File: src/rtl/latch_bank_write_ctrl_pkg.sv
// latch_bank_write_ctrl_pkg: shared state encoding and width helper for the latch bank write controller
package latch_bank_write_ctrl_pkg;
    typedef enum logic [1:0] {IDLE = 2'd0, SETUP = 2'd1, GATE = 2'd2, HOLD = 2'd3} state_t;
    function automatic int clog2_min1(input int n);
        return (n <= 2) ? 1 : $clog2(n);
    endfunction
endpackage

File: src/rtl/latch_bank_write_ctrl_rr_arbiter.sv
// rr_arbiter: combinational round-robin pick starting at ptr; pointer state lives in the parent
module rr_arbiter
    import latch_bank_write_ctrl_pkg::*;
#(
    parameter int N_REQ = 4,
    parameter int PW    = clog2_min1(N_REQ)
) (
    input  logic [N_REQ-1:0] req,
    input  logic [PW-1:0]    ptr,
    output logic [N_REQ-1:0] grant,
    output logic [PW-1:0]    idx
);
    logic found;
    always_comb begin
        grant = '0;
        idx   = '0;
        found = 1'b0;
        for (int o = 0; o < N_REQ; o++) begin
            if (!found && req[(int'(ptr) + o) % N_REQ]) begin
                found = 1'b1;
                idx   = PW'((int'(ptr) + o) % N_REQ);
            end
        end
        if (found) grant[idx] = 1'b1;
    end
endmodule

File: src/rtl/latch_bank_write_ctrl.sv
// latch_bank_write_ctrl: arbitrates writes onto a gated-latch bank with setup/gate/hold sequencing
module latch_bank_write_ctrl
    import latch_bank_write_ctrl_pkg::*;
#(
    parameter int N_REQ     = 4,
    parameter int WIDTH     = 8,
    parameter int N_LATCH   = 4,
    parameter int SETUP_CYC = 1,
    parameter int GATE_CYC  = 2,
    parameter int HOLD_CYC  = 1,
    parameter int AW        = clog2_min1(N_LATCH)
) (
    input  logic                   clk,
    input  logic                   rst,
    input  logic [N_REQ-1:0]       req,
    input  logic [N_REQ*AW-1:0]    req_addr,
    input  logic [N_REQ*WIDTH-1:0] req_data,
    output logic [N_REQ-1:0]       ack,
    output logic [WIDTH-1:0]       latch_d,
    output logic [N_LATCH-1:0]     latch_g,
    output logic                   busy
);
    localparam int PW   = clog2_min1(N_REQ);
    localparam int MAXC = (SETUP_CYC > GATE_CYC) ? ((SETUP_CYC > HOLD_CYC) ? SETUP_CYC : HOLD_CYC)
                                                 : ((GATE_CYC > HOLD_CYC) ? GATE_CYC : HOLD_CYC);
    localparam int CW   = clog2_min1(MAXC + 1);

    state_t               state, state_n;
    logic [CW-1:0]        cnt, cnt_n;
    logic [AW-1:0]        addr_q;
    logic [N_REQ-1:0]     win_oh, grant;
    logic [PW-1:0]        ptr, win_idx;
    logic [N_LATCH-1:0]   g_n;
    logic                 cap, last;

    rr_arbiter #(.N_REQ(N_REQ), .PW(PW)) u_arb (
        .req   (req),
        .ptr   (ptr),
        .grant (grant),
        .idx   (win_idx)
    );

    always_comb begin
        state_n = state;
        cnt_n   = cnt;
        last    = (cnt == '0);
        cap     = (state == IDLE) && (|req);
        unique case (state)
            IDLE:  if (cap) begin state_n = SETUP; cnt_n = CW'(SETUP_CYC - 1); end
            SETUP: if (last) begin state_n = GATE; cnt_n = CW'(GATE_CYC - 1); end else cnt_n = cnt - CW'(1);
            GATE:  if (last) begin state_n = HOLD; cnt_n = CW'(HOLD_CYC - 1); end else cnt_n = cnt - CW'(1);
            HOLD:  if (last) state_n = IDLE; else cnt_n = cnt - CW'(1);
        endcase
        // out-of-range addresses match no bit, so the sequence runs with no gate
        g_n = '0;
        for (int i = 0; i < N_LATCH; i++) g_n[i] = (state_n == GATE) && (addr_q == AW'(i));
    end

    always_ff @(posedge clk or posedge rst) begin
        if (rst) begin
            state   <= IDLE;
            cnt     <= '0;
            addr_q  <= '0;
            win_oh  <= '0;
            ptr     <= '0;
            latch_d <= '0;
            latch_g <= '0;
            ack     <= '0;
            busy    <= 1'b0;
        end else begin
            state <= state_n;
            cnt   <= cnt_n;
            if (cap) begin
                addr_q  <= req_addr[int'(win_idx)*AW +: AW];
                latch_d <= req_data[int'(win_idx)*WIDTH +: WIDTH];
                win_oh  <= grant;
                ptr     <= (int'(win_idx) == N_REQ - 1) ? '0 : win_idx + PW'(1);
            end
            latch_g <= g_n;
            ack     <= (state_n == HOLD && cnt_n == '0) ? win_oh : '0;
            busy    <= (state_n != IDLE);
        end
    end
endmodule

File: config.mk
export PLATFORM = sky130hd
export DESIGN_NAME = latch_bank_write_ctrl
export DESIGN_NICKNAME = d
export VERILOG_FILES = /design/src/rtl/latch_bank_write_ctrl_pkg.sv /design/src/rtl/latch_bank_write_ctrl_rr_arbiter.sv /design/src/rtl/latch_bank_write_ctrl.sv
export SDC_FILE = /design/constraint.sdc
export NUM_CORES = 1
export LEC_CHECK = 0
export ABC_AREA = 1
export CAP_MARGIN = 10
export CORE_ASPECT_RATIO = 0.7
export CORE_MARGIN = 8
export CORE_UTILIZATION = 45
export CTS_CLUSTER_DIAMETER = 60
export DETAILED_ROUTE_END_ITERATION = 6
export GPL_TIMING_DRIVEN = 1
export HOLD_SLACK_MARGIN = 0.15
export PLACE_DENSITY = 0.79
export REMOVE_ABC_BUFFERS = 1
export SLEW_MARGIN = 20
export SYNTH_ARGS = -nofsm -noshare
export SYNTH_HDL_FRONTEND = slang
export SYNTH_HIERARCHICAL = 1
export SYNTH_SLANG_ARGS = --single-unit
File: constraint.sdc
create_clock -name clk -period 5.77 [get_ports clk]
set_input_delay 0.577 -clock clk [delete_from_list [all_inputs] [get_ports clk]]
set_output_delay 0.577 -clock clk [all_outputs]
set_load 0.005 [all_outputs]
==> out/metrics.yaml, run 1 <==
placed_area_um2: 2460
synth_most_common_cell: "nand2_1"
die_x_um: 93.1
yosysTopAreaCellShare_pct: 38.7
fin_tns_setup_ns: 0
cts_tree: "done"
synth-main-ff-cell: "dfrtp_1"
dieHeight_um: 70.0
arrival_ns: 3.02
dieArea_um2: 6520
cts_resized: 0
gp_congestion: 0.874
grt_pass1_wl_um: 8310
slowest_delay_ns: 0.51
drt_iter0_drc: 88
worst_slew_pin_slew_ns: 0.679
nets: 377
grtUsageMet2_pct: 23.6
power_density_nw_per_um2: 592
slew_headroom_pct: 54.7
route.detailed.wl_per_inst_um: 12.8
yosysWarnings: 6
final_cell_area_um2: 2560
post_cts_buffers: 0
core_um2: 3970
cp_common_cell: "nand2_1"
grt_pass1_vias: 1826
slowest_stage: "inv_1"
syn-cell-area_um2: 1870
max_clock_freq_mhz: 351
power.internal_mw: 0.769
clockBufferDepth: 2
postSynthAreaPerCell_um2: 6.94
drt-pass1-iter-count: 4
cts.sinks: 29
final_antenna_net_count: 0
clkTransAtPathRegs_ns: 0.06
cts_hold_buf: 0
grt_setup_unrepaired: "false"
ys_types: 27
utilization_pct: 64.5
synth_common_cells: "nand2_1, nor2_1, dfrtp_1"
fin_crit_ns: 2.85
combPwrFrac_pct: 65.1
critPathRequiredTime_ns: 5.93
ys_seq_elements: 29
status: "finished clean"
p_sw_mw: 0.746
cts_made_buffers: 5
yosysSeqAreaShare_pct: 38.7
path_cells: "clkdlybuf4s50_1, inv_1, nand2_1, nand2_1, o21ai_0, nand3_1, nand2_1, nand2_2, inv_1, inv_2, o21ai_0, nand2_1, nand2_1, nand2_1"
critPathTopFamily: "buffers and inverters"
track_usage_pct: 15.5
synth_edf_count: 0
htreeDepth: 2
seq_power_share_pct: 22.9
crit_buf_inv: 4
fin_cells: 383
p_leak_nw: 1.27
busiest_layer: "met2"
cap_violations: 0
routed_wl_um: 4900
antenna_found_initial: 0
critPathCaptureType: "flip-flop"
row_count: 19
yosys-top-cells-area: "dfrtp_1, nand2_1, nor2_1, nand2_2, inv_1"
pin_count: 63
areaGrowthSynthToFinish_pct: 36.7
dpl.hpwl_um: 3770
swShare_pct: 49.2
hp-class: "reg2reg"
netlist.top_cell.by_area: "dfrtp_1"
initial_core_util_pct: 47.2
startpoint_type: "primary input"
drive_gt1_share_pct: 12.7
dp_cells: 375
cts_root_buf: "clkbuf_8"
fillCellCount: 374
finalPower_mw: 1.51
use_met1_pct: 19.7
skew_ns: 0.00483
setup_violations: 0
vias: 1853
port_buffers: 62
crit_fanout: 23
overflow: 0
grt_max_degree: 30
critPathKind: "in2reg"
slew_viol_final: 0
vdd_drop_max_mv: 0.291
drcViolationCount: 0
timing.final.hold_violations: 0
grt_use_met3_pct: 6.30
power_frac_clock_pct: 12.0
worst_skew_pair.late_latency_ns: 0.27
post-route-period-util_pct: 49.4
diodes: 0
syn_inst: 270
synthArstFlopShare_pct: 100
vias_per_cell: 4.84
[final cells by class]
| class | count | area [µm²] | share of cell area, % |
|---|---|---|---|
| Timing Repair Buffer | 62 | 621 | 24.2 |
| Multi-Input combinational cell | 206 | 947 | 37.0 |
| Clock buffer | 7 | 96.3 | 3.76 |
| Clock inverter | 1 | 5.00 | 0.196 |
| Inverter | 26 | 100 | 3.91 |
| Tap cell | 52 | 65.1 | 2.54 |
| Sequential cell | 29 | 726 | 28.3 |
[cells by family after synthesis]
group | after synthesis | synth area share [%]
simple gates | 175 | 40.9
buf+inv | 35 | 10.7
compound gates | 30 | 9.02
flops | 29 | 38.7
fa+ha+maj | 1 | 0.668
[sequential cells by signal, indices dropped and copies added, names as in the netlist]
| name | cells |
|---|---|
| latch_d | 8 |
| ack | 4 |
| latch_g | 4 |
| win_oh | 4 |
| addr_q | 2 |
| cnt | 2 |
| ptr | 2 |
| state | 2 |
| busy | 1 |
[routing by layer]
| metal | vias to the layer above | part of all wire (%) |
|---|---|---|
| met3 | 4 | 9.7 |
| met1 | 820 | 45 |
| met5 | - | 0 |
| met4 | 0 | 0.59 |
| met2 | 76 | 45 |
| li1 | 953 | - |
[power groups by stage]
stage          Sequential (mW)  Combinational [mW]  Clock, mW
2_1_floorplan            0.343               0.706          0
3_3_place_gp             0.346               0.953          0
3_5_place_dp             0.349               0.983          0
4_1_cts                  0.347               0.989      0.186
5_1_grt                  0.357                1.13      0.197
6_report                 0.347               0.986      0.182
[cell usage in the layout, fill, tap and decap left out, types with 2 or more instances in the layout]
cell             Yosys  layout
clkdlybuf4s50_1      0      62
nand3_2              2       2
nand2_1             86      86
inv_2                4       5
o21ai_0              8       8
o21ai_1             14      14
nand2_4              2       2
nor2_4               2       2
o21ai_2              4       4
nor2_1              55      55
a21oi_1              2       2
nand2_2             15      15
inv_1               20      19
nand3_1              7       7
dfrtp_1             29      29
clkbuf_8             0       7
nor2_2               2       2
nand4_1              2       2
[per-stage QoR]
| stage | setup slack (ns) | hold WS, ns |
|---|---|---|
| after floorplan | 3.50 | 0.472 |
| after global placement | 2.80 | 0.464 |
| after detailed placement | 2.66 | 0.469 |
| after CTS | 2.94 | 0.485 |
| after global routing | 2.61 | 0.505 |
| final | 2.92 | 0.480 |
[worst paths after layout]
| check | start | end | slack (ns) | cells after the start |
|---|---|---|---|---|
| setup / recovery | req[1] | latch_d[1] | 2.92 | 14 |
| hold / removal | latch_d[2] | latch_d[2] | 0.48 | 2 |
| setup reg to reg | ptr[0] | latch_d[1] | 2.94 | 13 |
| hold reg to reg | latch_d[2] | latch_d[2] | 0.48 | 2 |
| max in group asynchronous | rst | latch_g[1] | 4.68 | 2 |
| min in group asynchronous | rst | busy | 0.69 | 2 |
[worst register-to-register path, cell delays in order, from the launching register on]
cell and delay [ns]:
dfrtp_1 0.60, inv_2 0.15, nand2_2 0.10, nand2_2 0.09, o21ai_0 0.26, nand3_1 0.12, nand2_1 0.09, nand2_2 0.08
inv_1 0.51, inv_2 0.30, o21ai_0 0.24, nand2_1 0.07, nand2_1 0.06, nand2_1 0.05
Note: power is estimated with default switching activity, not from simulation.
==> run 2: changes to the inputs <==
==> constraint.sdc (replaced) <==
create_clock -name clk -period 2.8 [get_ports clk]
set_input_delay 0.28 -clock clk [delete_from_list [all_inputs] [get_ports clk]]
set_output_delay 0.28 -clock clk [all_outputs]
set_load 0.005 [all_outputs]
==> run 2 against run 1 <==
Effect of this change: critical path depth grew 3; global-route usage shrank 0.59 points; clock power grew 73%; worst hold slack lost 0.10 ns; non-clock buffer count grew 3; cell count grew 0.78%; critical endpoint is now addr_q[0]; via count shrank 0.22%; first-iteration DRC count shrank 14%.
==> out/metrics.yaml, run 2 (synthesis gave the netlist of run 1 again) <==
p_leak_nw: 1.28  # +0.50%
route.detailed.wl_per_inst_um: 12.1  # -5.1%
initial_core_util_pct: 47.2  # unchanged
max_clock_freq_mhz: 416
htreeDepth: 2  # unchanged
worst_skew_pair.late_latency_ns: 0.27  # about the same
antenna_found_initial: 0  # unchanged
skew_ns: 0.00845  # +0.00362 ns
dieHeight_um: 70.0  # unchanged
clockBufferDepth: 2  # unchanged
grt_pass1_vias: 1777  # -2.7%
cts_root_buf: "clkbuf_8"
track_usage_pct: 14.9  # -0.59 points
fillCellCount: 362  # -3.2%
cts_made_buffers: 5  # unchanged
cts.sinks: 29  # unchanged
worst-r2r-cell-count: 17  # +4
arrival_ns: 2.61  # -0.41 ns
cap_violations: 0  # unchanged
critPathCaptureType: "flip-flop"
vias_per_cell: 4.79  # -0.99%
critPathRequiredTime_ns: 3.01  # -2.92 ns
setup_violations: 0  # unchanged
grt_setup_unrepaired: "false"
hp-class: "in2async"
drcViolationCount: 0  # unchanged
drt-pass1-iter-count: 4  # unchanged
dieArea_um2: 6520  # unchanged
overflow: 0  # unchanged
fin_ws_ns: 0.398  # -2.52 ns
r2r_start: "ptr[0]"
layout_commonest_cell: "nand2_1"
final_cell_mix: "nand2_1, clkdlybuf4s50_1, nor2_1, dfrtp_1, inv_1"
pin_count: 63  # unchanged
power_density_nw_per_um2: 1210  # +100%
diodes: 0  # unchanged
gp_congestion: 0.827  # -5.4%
die_x_um: 93.1  # unchanged
routed_wl_um: 4680  # -4.4%
dpl.hpwl_um: 3670  # -2.7%
slew_headroom_pct: 69.7  # +15 points
fin_tns_setup_ns: 0  # unchanged
drive_gt1_share_pct: 12.9  # +0.19 points
grt_pass1_wl_um: 7990  # -3.9%
cts_tree: "done"
row_count: 19  # unchanged
core_um2: 3970  # unchanged
post_cts_buffers: 0  # unchanged
clkTransAtPathRegs_ns: 0.06  # about the same
largest_reg_flops: 8  # unchanged
vdd_drop_max_mv: 0.654  # +120%
crit_start: "ptr[0]"
final_antenna_net_count: 0  # unchanged
regMostFlops: "latch_d"
cts_hold_buf: 0  # unchanged
startpoint_type: "flip-flop"
fin_crit_ns: 2.40
cts_resized: 0  # unchanged
slew_viol_final: 0  # unchanged
areaGrowthSynthToFinish_pct: 36.9
status: "finished clean"
post-route-period-util_pct: 85.8
crit_fanout: 17  # -26%
worst_slew_pin_slew_ns: 0.455  # -0.224 ns
port_buffers: 62  # unchanged
nets: 380  # +0.80%
timing.final.hold_violations: 0  # unchanged
dpl_worst_slack_ns: 0.429  # -2.23 ns
grt_max_degree: 30  # unchanged
drt_iter0_drc: 76  # -14%
vias: 1849  # -0.22%
multi_input_area_um2: 947  # unchanged
seqCellArea_um2: 726  # unchanged
critPathKind: "reg2reg"
==> run 2: metrics by stage <==
stage	hold WS (ns)	utilization [%]	instance area [µm²]	instances	power (mW)
after floorplan	0.358	-	1770	261	2.16
after detailed placement	0.469	62.5	2480	378	2.80
final	0.375	64.6	2560	386	3.11
after CTS	0.403	64.6	2560	386	3.13
after global routing	0.422	64.6	2560	386	3.44
after global placement	0.464	62.5	2480	378	2.75
==> run 2: per-layer routing <==
layer	vias up	track usage [%]	part of all wire [%]
met5	-	0	0
li1	955	-	-
met2	70	22.5	44
met1	820	18.2	44
met4	0	4.27	0.85
met3	4	7.36	11
==> run 2: report_power, final <==
| part | total [mW] | switching (mW) | internal (mW) |
|---|---|---|---|
| clock | 0.315 | 0.144 | 0.171 |
| combinational | 2.07 | 1.26 | 0.815 |
| sequential | 0.715 | 0.131 | 0.584 |
| total | 3.11 | 1.53 | 1.57 |
==> run 2: area by class of cell <==
class                           instances  share of cell area, %
Sequential cell                        29                   28.3
Clock inverter                          2                  0.390
Clock buffer                            6                   2.83
Inverter                               26                   3.90
Tap cell                               52                   2.54
Timing Repair Buffer                   65                   25.1
Multi-Input combinational cell        206                   36.9
==> run 2: critical path, stage by stage, from the launching register on <==
cell and delay, ns:
dfrtp_1 0.62, inv_2 0.16, nand2_1 0.09, nand2_1 0.11
nand2_2 0.10, nand2_2 0.06, nor2_4 0.10, nand3_1 0.08
nand2_1 0.08, nand2_2 0.08, inv_1 0.17, buf_4 0.25
nor2_1 0.08, nor2_1 0.09, o21ai_1 0.08, nand2_1 0.08
nand2_1 0.05, nand2_1 0.06
==> run 2: path summary, 6_finish.rpt <==
kind / to / slack [ns]
worst min-delay path: cnt[1] / 0.38
min in group clk: latch_d[1] / 0.48
max in group asynchronous: latch_d[0] / 2.14
worst min register to register: latch_d[1] / 0.48
worst max-delay path: addr_q[0] / 0.40
worst max register to register: addr_q[0] / 0.40
==> run 3: changes to the inputs <==
--- a/config.mk
+++ b/config.mk
@@ -14,7 +14,7 @@
 export DETAILED_ROUTE_END_ITERATION = 6
 export GPL_TIMING_DRIVEN = 1
 export HOLD_SLACK_MARGIN = 0.15
-export PLACE_DENSITY = 0.79
+export PLACE_DENSITY = 0.81
 export REMOVE_ABC_BUFFERS = 1
 export SLEW_MARGIN = 20
 export SYNTH_ARGS = -nofsm -noshare
==> run 3 against run 2 <==
Effect of this change: critical path depth is the same; register-to-register slack improved by 0.11 ns; routed wire length down 1.6%.
==> out/metrics.yaml, run 3 (synthesis gave the netlist of run 1 again) <==
drcViolationCount: 0  # unchanged
met3WireLength_um: 451  # -12%
vias_per_cell: 4.76  # -0.65%
cap_violations: 0  # unchanged
timing.final.hold_violations: 0  # unchanged
p_leak_nw: 1.27  # -0.43%
setup_violations: 0  # unchanged
route.detailed.wl_per_inst_um: 11.9  # -1.6%
slew_headroom_pct: 71.4  # +1.7 points
holdWs_ns: 0.371  # -0.00376 ns
cts_tree: "done"
vdd_drop_max_mv: 0.558  # -15%
worst-r2r-cell-count: 17  # unchanged
fin_tns_setup_ns: 0  # unchanged
status: "finished clean"
drive_gt1_share_pct: 12.3  # -0.60 points
overflow: 0  # unchanged
dieHeight_um: 70.0  # unchanged
cts_made_buffers: 5  # unchanged
wl_met1_um: 2170  # +5.5%
skew_ns: 0.00279  # -0.00566 ns
port_buffers: 62  # unchanged
worst_slew_pin_slew_ns: 0.429  # -0.0258 ns
critPathRequiredTime_ns: 3.02  # about the same
drt-pass1-iter-count: 4  # unchanged
vias: 1837  # -0.65%
cts.sinks: 29  # unchanged
cts_root_buf: "clkbuf_8"
largest_reg_flops: 8  # unchanged
dpl.hpwl_um: 3620  # -1.4%
critPathCaptureType: "flip-flop"
antenna_found_initial: 0  # unchanged
regMostFlops: "latch_d"
die_x_um: 93.1  # unchanged
htreeDepth: 2  # unchanged
cts_resized: 0  # unchanged
fin_crit_ns: 2.30  # -0.106 ns
highest_layer: "met4"
grt_pass1_vias: 1776  # -0.056%
final_antenna_net_count: 0  # unchanged
power_density_nw_per_um2: 1210  # -0.33%
post_cts_buffers: 0  # unchanged
grt_pass1_wl_um: 7780  # -2.7%
cts_hold_buf: 0  # unchanged
drt_iter0_drc: 69  # -9.2%
grt_max_degree: 30  # unchanged
initial_core_util_pct: 47.2  # unchanged
hp-class: "in2async"
slew_viol_final: 0  # unchanged
pin_count: 63  # unchanged
arrival_ns: 2.51  # -0.10 ns
areaGrowthSynthToFinish_pct: 36.7  # about the same
crit_fanout: 22  # +5
gp_congestion: 0.860  # +4.0%
clockBufferDepth: 2  # unchanged
dieArea_um2: 6520  # unchanged
post-route-period-util_pct: 82.0  # -3.8 points
row_count: 19  # unchanged
critPathKind: "reg2reg"
nets: 380  # unchanged
met2_length_um: 1910  # -7.8%
clkTransAtPathRegs_ns: 0.06  # about the same
diodes: 0  # unchanged
routed_wl_um: 4610  # -1.6%
core_um2: 3970  # unchanged
final_cell_mix: "nand2_1, clkdlybuf4s50_1, nor2_1, dfrtp_1, inv_1"
worst_skew_pair.late_latency_ns: 0.27  # about the same
layout_commonest_cell: "nand2_1"
startpoint_type: "flip-flop"
track_usage_pct: 14.7  # -0.19 points
max_clock_freq_mhz: 436  # +4.6%
grt_setup_unrepaired: "false"
-- run 3: critical path: stages, from the launching register on --
cell and delay [ns]:
dfrtp_1 0.60, inv_2 0.16, nand2_1 0.09, nand2_1 0.12, nand2_2 0.10, nand2_2 0.06, nor2_4 0.10, nand3_1 0.08
nand2_1 0.08, nand2_2 0.08, inv_1 0.09, buf_4 0.24, nor2_1 0.07, nor2_1 0.09, o21ai_1 0.08, nand2_1 0.08
nand2_1 0.05, nand2_1 0.06
-- run 3: path summary, 6_finish.rpt --
kind,start,to,slack [ns]
max,ptr[0],latch_d[7],0.50
min,rst,latch_g[0],0.37
max reg2reg,ptr[0],latch_d[7],0.50
min reg2reg,latch_d[0],latch_d[0],0.48
max in group asynchronous,rst,addr_q[0],2.16
min in group clk,latch_d[0],latch_d[0],0.48
-- run 3: metrics by stage --
stage          utilization [%]  power (mW)  setup WS [ns]  instance area (µm²)  instances
3_5_place_dp              62.5        2.78          0.524                 2480        378
3_3_place_gp              62.5        2.73          0.596                 2480        378
5_1_grt                   64.5        3.43          0.198                 2560        386
2_1_floorplan                -        2.16          0.529                 1770        261
6_report                  64.5        3.09          0.504                 2560        386
4_1_cts                   64.5        3.11          0.512                 2560        386
-- run 3: report_power, final --
| part | internal [mW] | switching, mW |
|---|---|---|
| Clock | 0.176 | 0.144 |
| Combinational | 0.815 | 1.25 |
| Sequential | 0.584 | 0.124 |
-- run 3: layout make-up --
cell class,count,area (µm²)
Multi-Input combinational cell,206,947
Clock buffer,8,80.1
Timing Repair Buffer,65,643
Sequential cell,29,726
Inverter,26,100
Fill cell,339,1410
Tap cell,52,65.1
-- run 3: per-layer routing --
layer | global-route usage [%] | up-vias
li1 | - | 952
met1 | 18.1 | 806
met2 | 22.1 | 70
met3 | 6.51 | 9
met4 | 5.34 | 0
met5 | 0 | -
